===== src/rtl/peripheral_mpi_bb_mc_if.sv =====
// peripheral_mpi_bb_mc bus bundle: NoC lanes, BlackBone slave port, irq.
// slave = buffer side, master = tile/network side.
interface peripheral_mpi_bb_mc_if #(
  parameter int N = 2,
  parameter int W = 32
);
  logic [N*W-1:0] noc_out_flit;
  logic [N-1:0]   noc_out_last;
  logic [N-1:0]   noc_out_valid;
  logic [N-1:0]   noc_out_ready;
  logic [N*W-1:0] noc_in_flit;
  logic [N-1:0]   noc_in_last;
  logic [N-1:0]   noc_in_valid;
  logic [N-1:0]   noc_in_ready;
  logic [31:0]    bb_addr_i;
  logic [31:0]    bb_din_i;
  logic           bb_en_i;
  logic           bb_we_i;
  logic [31:0]    bb_dout_o;
  logic           irq;

  modport slave (
    output noc_out_flit, noc_out_last, noc_out_valid,
    input  noc_out_ready,
    input  noc_in_flit, noc_in_last, noc_in_valid,
    output noc_in_ready,
    input  bb_addr_i, bb_din_i, bb_en_i, bb_we_i,
    output bb_dout_o, irq
  );

  modport master (
    input  noc_out_flit, noc_out_last, noc_out_valid,
    output noc_out_ready,
    output noc_in_flit, noc_in_last, noc_in_valid,
    input  noc_in_ready,
    output bb_addr_i, bb_din_i, bb_en_i, bb_we_i,
    input  bb_dout_o, irq
  );
endinterface


===== src/rtl/peripheral_mpi_bb_mc.sv =====
// Multi-lane MPI message buffer behind a BlackBone slave port.
// Optional PERIPHERAL_MPI_TX_IRQ_EN adds a sticky tx_done irq source.
module peripheral_mpi_bb_mc #(
  parameter int NOC_FLIT_WIDTH = 32,
  parameter int SIZE = 16,
  parameter int N = 2
) (
  input logic clk,
  input logic rst,
  peripheral_mpi_bb_mc_if.slave bus
);
  localparam int W  = NOC_FLIT_WIDTH;
  localparam int AW = $clog2(SIZE);
  localparam int LW = AW + 1;
  localparam int CW = (N > 1) ? $clog2(N) : 1;

  typedef enum logic {TX_IDLE, TX_SEND} tx_st_t;
  typedef enum logic {RX_RECV, RX_HOLD} rx_st_t;

  logic [3:0]    ch;
  logic [1:0]    rsel;
  logic          ch_ok;
  logic [CW-1:0] idx;
  logic [31:0]   rd_word [N];
  logic [N-1:0]  irq_src;
  logic          unused_addr;

  assign ch    = bus.bb_addr_i[7:4];
  assign rsel  = bus.bb_addr_i[3:2];
  assign ch_ok = 32'(ch) < N;
  assign idx   = ch[CW-1:0];
  assign unused_addr = ^{bus.bb_addr_i[31:8],
                         bus.bb_addr_i[1:0]};

  for (genvar i = 0; i < N; i++) begin : g_lane
    logic sel, wr_data, wr_ctrl, rd_data;
    logic [W-1:0] tx_mem [SIZE];
    logic [W-1:0] rx_mem [SIZE];
    tx_st_t tx_st;
    rx_st_t rx_st;
    logic [LW-1:0] tx_cnt, rx_cnt, rx_len;
    logic [AW-1:0] tx_rd, rx_rd;
    logic tx_err, rx_ovf, irq_en, tx_done;
    logic tx_fire, tx_end, tx_push;
    logic rx_fire, rx_full, rx_pop;
    logic [31:0] word;

    assign sel = bus.bb_en_i & ch_ok & (idx == CW'(i));
    assign wr_data = sel & bus.bb_we_i & (rsel == 2'd0);
    assign wr_ctrl = sel & bus.bb_we_i & (rsel == 2'd2);
    assign rd_data = sel & ~bus.bb_we_i & (rsel == 2'd0);

    assign tx_fire = (tx_st == TX_SEND)
                   & bus.noc_out_ready[i];
    assign tx_end  = tx_fire
                   & ((LW'(tx_rd) + LW'(1)) == tx_cnt);
    assign tx_push = wr_data & (tx_st == TX_IDLE)
                   & (tx_cnt != LW'(SIZE));
    assign rx_fire = (rx_st == RX_RECV)
                   & bus.noc_in_valid[i];
    assign rx_full = (rx_cnt == LW'(SIZE));
    assign rx_pop  = rd_data & (rx_st == RX_HOLD);

    always_ff @(posedge clk) begin
      if (tx_push)
        tx_mem[tx_cnt[AW-1:0]] <= W'(bus.bb_din_i);
      if (rx_fire && !rx_full)
        rx_mem[rx_cnt[AW-1:0]] <= bus.noc_in_flit[i*W +: W];
    end

    always_ff @(posedge clk or posedge rst) begin
      if (rst) begin
        tx_st  <= TX_IDLE;
        tx_cnt <= '0;
        tx_rd  <= '0;
        tx_err <= 1'b0;
        irq_en <= 1'b0;
      end else begin
        if (wr_data && !tx_push)
          tx_err <= 1'b1;
        if (wr_ctrl) begin
          irq_en <= bus.bb_din_i[1];
          if (bus.bb_din_i[2])
            tx_err <= 1'b0;
        end
        unique case (tx_st)
          TX_IDLE: begin
            if (tx_push)
              tx_cnt <= tx_cnt + LW'(1);
            if (wr_ctrl && bus.bb_din_i[0]
                && tx_cnt != '0)
              tx_st <= TX_SEND;
          end
          TX_SEND: begin
            if (tx_end) begin
              tx_st  <= TX_IDLE;
              tx_cnt <= '0;
              tx_rd  <= '0;
            end else if (tx_fire) begin
              tx_rd <= tx_rd + AW'(1);
            end
          end
        endcase
      end
    end

`ifdef PERIPHERAL_MPI_TX_IRQ_EN
    always_ff @(posedge clk or posedge rst) begin
      if (rst)
        tx_done <= 1'b0;
      else if (tx_end)
        tx_done <= 1'b1;
      else if (wr_ctrl && bus.bb_din_i[2])
        tx_done <= 1'b0;
    end
`else
    assign tx_done = 1'b0;
`endif

    // Flits past SIZE are accepted but dropped; the message still closes on last.
    always_ff @(posedge clk or posedge rst) begin
      if (rst) begin
        rx_st  <= RX_RECV;
        rx_cnt <= '0;
        rx_rd  <= '0;
        rx_len <= '0;
        rx_ovf <= 1'b0;
      end else begin
        if (wr_ctrl && bus.bb_din_i[2])
          rx_ovf <= 1'b0;
        unique case (rx_st)
          RX_RECV: begin
            if (rx_fire) begin
              if (rx_full)
                rx_ovf <= 1'b1;
              if (bus.noc_in_last[i]) begin
                rx_st  <= RX_HOLD;
                rx_rd  <= '0;
                rx_cnt <= '0;
                rx_len <= rx_full ? rx_cnt
                                  : rx_cnt + LW'(1);
              end else if (!rx_full) begin
                rx_cnt <= rx_cnt + LW'(1);
              end
            end
          end
          RX_HOLD: begin
            if (rx_pop) begin
              rx_rd  <= rx_rd + AW'(1);
              rx_len <= rx_len - LW'(1);
              if (rx_len == LW'(1))
                rx_st <= RX_RECV;
            end
          end
        endcase
      end
    end

    assign bus.noc_out_valid[i] = (tx_st == TX_SEND);
    assign bus.noc_out_last[i]  = (tx_st == TX_SEND)
      & ((LW'(tx_rd) + LW'(1)) == tx_cnt);
    assign bus.noc_out_flit[i*W +: W] =
      (tx_st == TX_SEND) ? tx_mem[tx_rd] : '0;
    assign bus.noc_in_ready[i] = (rx_st == RX_RECV);

    always_comb begin
      word = '0;
      unique case (rsel)
        2'd0: word = (rx_st == RX_HOLD)
                   ? rx_mem[rx_rd][31:0] : '0;
        2'd1: word = {15'b0, 9'(rx_len), 2'b0,
                      tx_done, rx_ovf, tx_err,
                      tx_st == TX_SEND,
                      tx_cnt == LW'(SIZE),
                      rx_st == RX_HOLD};
        2'd2: word = {30'b0, irq_en, 1'b0};
        2'd3: word = 32'(tx_cnt);
      endcase
    end

    assign rd_word[i] = word;
    assign irq_src[i] = irq_en
      & ((rx_st == RX_HOLD) | tx_done);
  end

  always_ff @(posedge clk or posedge rst) begin
    if (rst)
      bus.bb_dout_o <= '0;
    else if (bus.bb_en_i && !bus.bb_we_i)
      bus.bb_dout_o <= ch_ok ? rd_word[idx] : '0;
  end

  assign bus.irq = |irq_src;
endmodule


===== src/flat_wrapper.sv =====
// flat-port wrapper written by rule: the top's interface ports become plain ports
module peripheral_mpi_bb_mc_flat 
#(
  parameter int NOC_FLIT_WIDTH = 32,
  parameter int SIZE = 16,
  parameter int N = 2
)
  (clk, rst, bus_noc_out_flit, bus_noc_out_last, bus_noc_out_valid, bus_noc_out_ready, bus_noc_in_flit, bus_noc_in_last, bus_noc_in_valid, bus_noc_in_ready, bus_bb_addr_i, bus_bb_din_i, bus_bb_en_i, bus_bb_we_i, bus_bb_dout_o, bus_irq);
  peripheral_mpi_bb_mc_if #(.N(N)) bus_i ();
  input logic clk;
  input logic rst;
  output wire logic [$bits(bus_i.noc_out_flit)-1:0] bus_noc_out_flit;
  output wire logic [$bits(bus_i.noc_out_last)-1:0] bus_noc_out_last;
  output wire logic [$bits(bus_i.noc_out_valid)-1:0] bus_noc_out_valid;
  input wire logic [$bits(bus_i.noc_out_ready)-1:0] bus_noc_out_ready;
  input wire logic [$bits(bus_i.noc_in_flit)-1:0] bus_noc_in_flit;
  input wire logic [$bits(bus_i.noc_in_last)-1:0] bus_noc_in_last;
  input wire logic [$bits(bus_i.noc_in_valid)-1:0] bus_noc_in_valid;
  output wire logic [$bits(bus_i.noc_in_ready)-1:0] bus_noc_in_ready;
  input wire logic [$bits(bus_i.bb_addr_i)-1:0] bus_bb_addr_i;
  input wire logic [$bits(bus_i.bb_din_i)-1:0] bus_bb_din_i;
  input wire logic [$bits(bus_i.bb_en_i)-1:0] bus_bb_en_i;
  input wire logic [$bits(bus_i.bb_we_i)-1:0] bus_bb_we_i;
  output wire logic [$bits(bus_i.bb_dout_o)-1:0] bus_bb_dout_o;
  output wire logic [$bits(bus_i.irq)-1:0] bus_irq;
  assign bus_noc_out_flit = bus_i.noc_out_flit;
  assign bus_noc_out_last = bus_i.noc_out_last;
  assign bus_noc_out_valid = bus_i.noc_out_valid;
  assign bus_i.noc_out_ready = bus_noc_out_ready;
  assign bus_i.noc_in_flit = bus_noc_in_flit;
  assign bus_i.noc_in_last = bus_noc_in_last;
  assign bus_i.noc_in_valid = bus_noc_in_valid;
  assign bus_noc_in_ready = bus_i.noc_in_ready;
  assign bus_i.bb_addr_i = bus_bb_addr_i;
  assign bus_i.bb_din_i = bus_bb_din_i;
  assign bus_i.bb_en_i = bus_bb_en_i;
  assign bus_i.bb_we_i = bus_bb_we_i;
  assign bus_bb_dout_o = bus_i.bb_dout_o;
  assign bus_irq = bus_i.irq;
  peripheral_mpi_bb_mc #(.NOC_FLIT_WIDTH(NOC_FLIT_WIDTH), .SIZE(SIZE), .N(N)) u_core (.clk(clk), .rst(rst), .bus(bus_i));
endmodule

===== config.mk =====
export PLATFORM = sky130hd
export DESIGN_NAME = peripheral_mpi_bb_mc_flat
export DESIGN_NICKNAME = d
export VERILOG_FILES = /design/src/rtl/peripheral_mpi_bb_mc_if.sv /design/src/rtl/peripheral_mpi_bb_mc.sv /design/src/flat_wrapper.sv
export SDC_FILE = /design/constraint.sdc
export NUM_CORES = 2
export LEC_CHECK = 0
export ABC_CLOCK_PERIOD_IN_PS = 12400
export CAP_MARGIN = 20
export CORE_ASPECT_RATIO = 1.4
export CORE_MARGIN = 2
export CORE_UTILIZATION = 50
export CTS_BUF_LIST = sky130_fd_sc_hd__clkbuf_8
export CTS_CLUSTER_DIAMETER = 30
export DETAILED_ROUTE_END_ITERATION = 7
export PLACE_DENSITY = 0.71
export SLEW_MARGIN = 25
export SYNTH_ARGS = -nofsm -noshare
export SYNTH_HDL_FRONTEND = slang
export SYNTH_SLANG_ARGS = --single-unit
export TNS_END_PERCENT = 5

===== constraint.sdc =====
create_clock -name clk -period 12.4 [get_ports clk]
set_input_delay 2.48 -clock clk [delete_from_list [all_inputs] [get_ports clk]]
set_output_delay 2.48 -clock clk [all_outputs]
set_load 0.05 [all_outputs]

==> results.md <==
* Share of cells above drive strength 1 at 0.304
* Minimum clock period at between 7 and 8 ns
* H-tree depth at 5
* Setup ws final at ~4.7 ns
* PnR Total Power at roughly 17,000 uW
* CTS tree: yes
* Mapped Nets at between 3,000 and 4,000
* Relative slew slack at 0.306
* R2r setup slk at 8.64 ns
* Starting DRT DRC Count at 3,802
* Final core occ at 0.577
* R2r endpoint: u_core.bus.bb_dout_o[22]$_DFFE_PP0P_
* Final Net Count at roughly 4,300
* Post-route clock period utilization at 0.621
* Mean Syn Cell Area at about 23 sq um
* Core area at about 160,000 sq um
* Postcts setup bufs at 0
* Cts repair resizes at 0
* Synthesis-to-layout area growth at 14.7%
* DIE AREA at roughly 170,000 sq um
* Number of global-route vias before repair at slightly above 40,000
* Hold Buf Count CTS at 0
* PD cells at 183 nW/um^2
* Routed WL at 189,000 microns
* Hold EP: u_core.bus.bb_dout_o[0]$_DFFE_PP0P_
* # port buffers at about 210
* Clock latency on the worst-skew pair at about 1.0 ns
* Residual DRC count at 0
* Clk slew on worst S/H paths at 0.06 ns
* Post-synthesis compound-gate area fraction at 0.0184
* First-pass GRT wire length at ~270,000 microns
* Least-Margin Pin Slew at roughly 1.0 ns
* RSZ-0062 raised after global routing: no
* Post-synth EDFFs at about 2,000
* Min-Delay Startpoint: u_core.bus.bb_dout_o[0]$_DFFE_PP0P_
* Main synth FF type: edfxtp_1
* Final hold violation count at 0
* Cell row count at 176
* Vias at 39,700
* Overflow after GRT at 0
* GRT Total Usage at 0.225
* Routed length per instance at 28.8 microns
* Clock Tree Buf Depth at 4
* Post-DR vias/cell at around 6
* Largest net degree at the start of global routing at roughly 110
* TritonCTS Buffers at ~360
* R2r worst-path depth at 7
* Antenna violations before repair at 23
* IO Pins at roughly 240
* Syn. warnings at 0
* CTS Sinks at about 2,100
* Worst EP arrival at around 5.2 ns
* Initial Util at 0.504
* Worst hold stages at 2
* Die Ht at 485 microns
* Critical path startpoint category: flop
* HPWL Detailed at between 90,000 and 100,000 microns
* Cell variety after synth at between 60 and 70
* Worst R2R Start: u_core.g_lane[0].rx_rd[1]$_DFFE_PP0P_
* Final TNS setup at 0 ns
* GP Congestion at slightly below 0.8
* Register area share after synthesis at 0.770
* Synth async-reset ratio at 0.0412
* Netlist Area Pre-Place at between 80,000 and 90,000 sq um
* Die Wd at roughly 350 microns
* Largest family of logic cells by synthesized area: multiplexers
* Achievable Freq at 0.130 GHz
* Critical Path Sink Type: output port
* Yosys reg bits at 2,136
* Post-synthesis xor/xnor area fraction at 0.00307
* Synth Area in Adders at 0.00363
* Multiplexer area fraction after synthesis at 0.167
* Max-slew violation count at 0
* Worst vdd ir at roughly 0.16 mV
* Pre-CTS setup slack at roughly 5.7 ns
* Post-Synth Simple-Gate Area at 0.0261
* MaxCap Viol Count at 0
* Leak pwr at 0.0300 uW
* Initial DRT Pass Iterations at 7
* # setup viols final at 0
* CP required at slightly below 10 ns
* Root Buffer: clkbuf_8
* Status: finished, final reports clean
* Clock skew at just under 0.09 ns
* Critical path type: flop to output port
* Post-route ant nets at 0
* Post-Syn Instances at roughly 3,700
* Worst Hold Class: flop to flop
* CP Max Fanout at 50
-- worst max-delay path, cell delays in order (launching register included) --
cell and delay, ns:
dfrtp_4 0.87, buf_4 0.62, buf_4 0.69, mux4_2 0.41, mux4_2 0.51, and2_1 0.24, clkdlybuf4s50_1 0.72
-- synth_stat cells (21+ instances only) --
master,instances,share of area
a21oi_1,71,0.0043
a221o_1,21,0.0025
a22oi_1,30,0.0027
and2_1,101,0.0076
and3_1,33,0.0025
buf_1,24,0.0011
buf_2,63,0.0038
clkbuf_1,108,0.0049
dfrtp_1,88,0.027
edfxtp_1,2048,0.74
ha_1,24,0.0036
inv_1,21,0.00095
mux4_2,596,0.16
nand2_1,85,0.0039
nand3_1,30,0.0018
nor2_1,44,0.0020
o21ai_0,36,0.0022
-- metrics by stage --
| step | instances | instance area [sq um] | hold slack [ns] |
|---|---|---|---|
| final | 6549 | 94900 | 0.490 |
| after floorplan | 3668 | 82700 | 0.464 |
| after global routing | 6546 | 94900 | 0.507 |
| after detailed placement | 5911 | 87700 | 0.484 |
| after global placement | 5909 | 87700 | 0.475 |
| after CTS | 6544 | 94900 | 0.497 |
-- per-layer routing --
| layer | track usage | wire (microns) | up-vias |
|---|---|---|---|
| li1 | - | - | 16500 |
| met1 | 0.281 | 69900 | 21100 |
| met2 | 0.383 | 98000 | 1697 |
| met3 | 0.0559 | 15400 | 347 |
| met4 | 0.0787 | 5450 | 34 |
| met5 | 0 | 195 | - |
-- cells by family after synthesis --
| logic type | Yosys count |
|---|---|
| buffers and inverters | 230 |
| adder cells (fa/ha/maj) | 24 |
| multiplexers | 630 |
| AND/OR/NAND/NOR | 391 |
| XOR/XNOR | 29 |
| AO/OA/AOI/OAI | 228 |
| flip-flops | 2136 |
-- where the power goes --
group / internal (uW) / total (uW) / leakage (uW) / switching, uW
sequential: 7970 / 8160 / 0.0195 / 186
combinational: 1390 / 2880 / 0.00660 / 1490
clock: 3480 / 6280 / 0.00391 / 2800
-- worst max path at each step --
stage          cells past startpoint                                 endpoint  slack (ns)                                   from
2_1_floorplan                      5  u_core.g_lane[0].tx_mem[3][0]$_DFFE_PP_        5.14                       bus_bb_addr_i[6]
3_3_place_gp                       6                     bus_noc_out_flit[32]        5.74  u_core.g_lane[1].tx_rd[1]$_DFFE_PP0P_
3_5_place_dp                       6                     bus_noc_out_flit[32]        5.75  u_core.g_lane[1].tx_rd[1]$_DFFE_PP0P_
4_1_cts                            6                     bus_noc_out_flit[32]        4.63  u_core.g_lane[1].tx_rd[1]$_DFFE_PP0P_
5_1_grt                            6                     bus_noc_out_flit[32]        4.55  u_core.g_lane[1].tx_rd[1]$_DFFE_PP0P_
6_report                           6                     bus_noc_out_flit[32]        4.70  u_core.g_lane[1].tx_rd[1]$_DFFE_PP0P_
-- layout by cell type, fill, tap and decap left out, types with 58 or more instances in the layout --
cell	netlist	final
clkdlybuf4s50_1	0	188
and2_1	101	69
mux4_2	596	596
edfxtp_1	2048	2048
clkinv_1	1	58
dfrtp_1	88	73
clkbuf_8	0	371
buf_4	7	95
nand2_1	85	85
a21oi_1	71	71
inv_1	21	88
-- final cells by class --
| cell class | count | area (sq um) |
|---|---|---|
| antenna | 4 | 10.0 |
| clock buffer | 371 | 5110 |
| clock inverter | 262 | 2120 |
| fill | 11700 | 69400 |
| inverter | 23 | 91.3 |
| multi-input combinational | 1302 | 18300 |
| sequential | 2136 | 63700 |
| tap | 2136 | 2670 |
| timing repair buffer | 315 | 2870 |
-- flip-flops by register name, indices dropped and copies added (netlist names) --
signal / cells
u_core.g_lane.tx_cnt: 10
u_core.bus.bb_dout_o: 32
u_core.g_lane.rx_len: 10
u_core.g_lane.rx_ovf: 2
u_core.g_lane.tx_mem: 1024
u_core.g_lane.irq_en: 2
u_core.g_lane.rx_mem: 1024
u_core.g_lane.tx_rd: 8
u_core.g_lane.rx_cnt: 10
u_core.g_lane.tx_err: 2
u_core.g_lane.rx_rd: 8
u_core.g_lane.tx_st: 2
u_core.g_lane.rx_st: 2
Power figures use the tool's default switching activity.
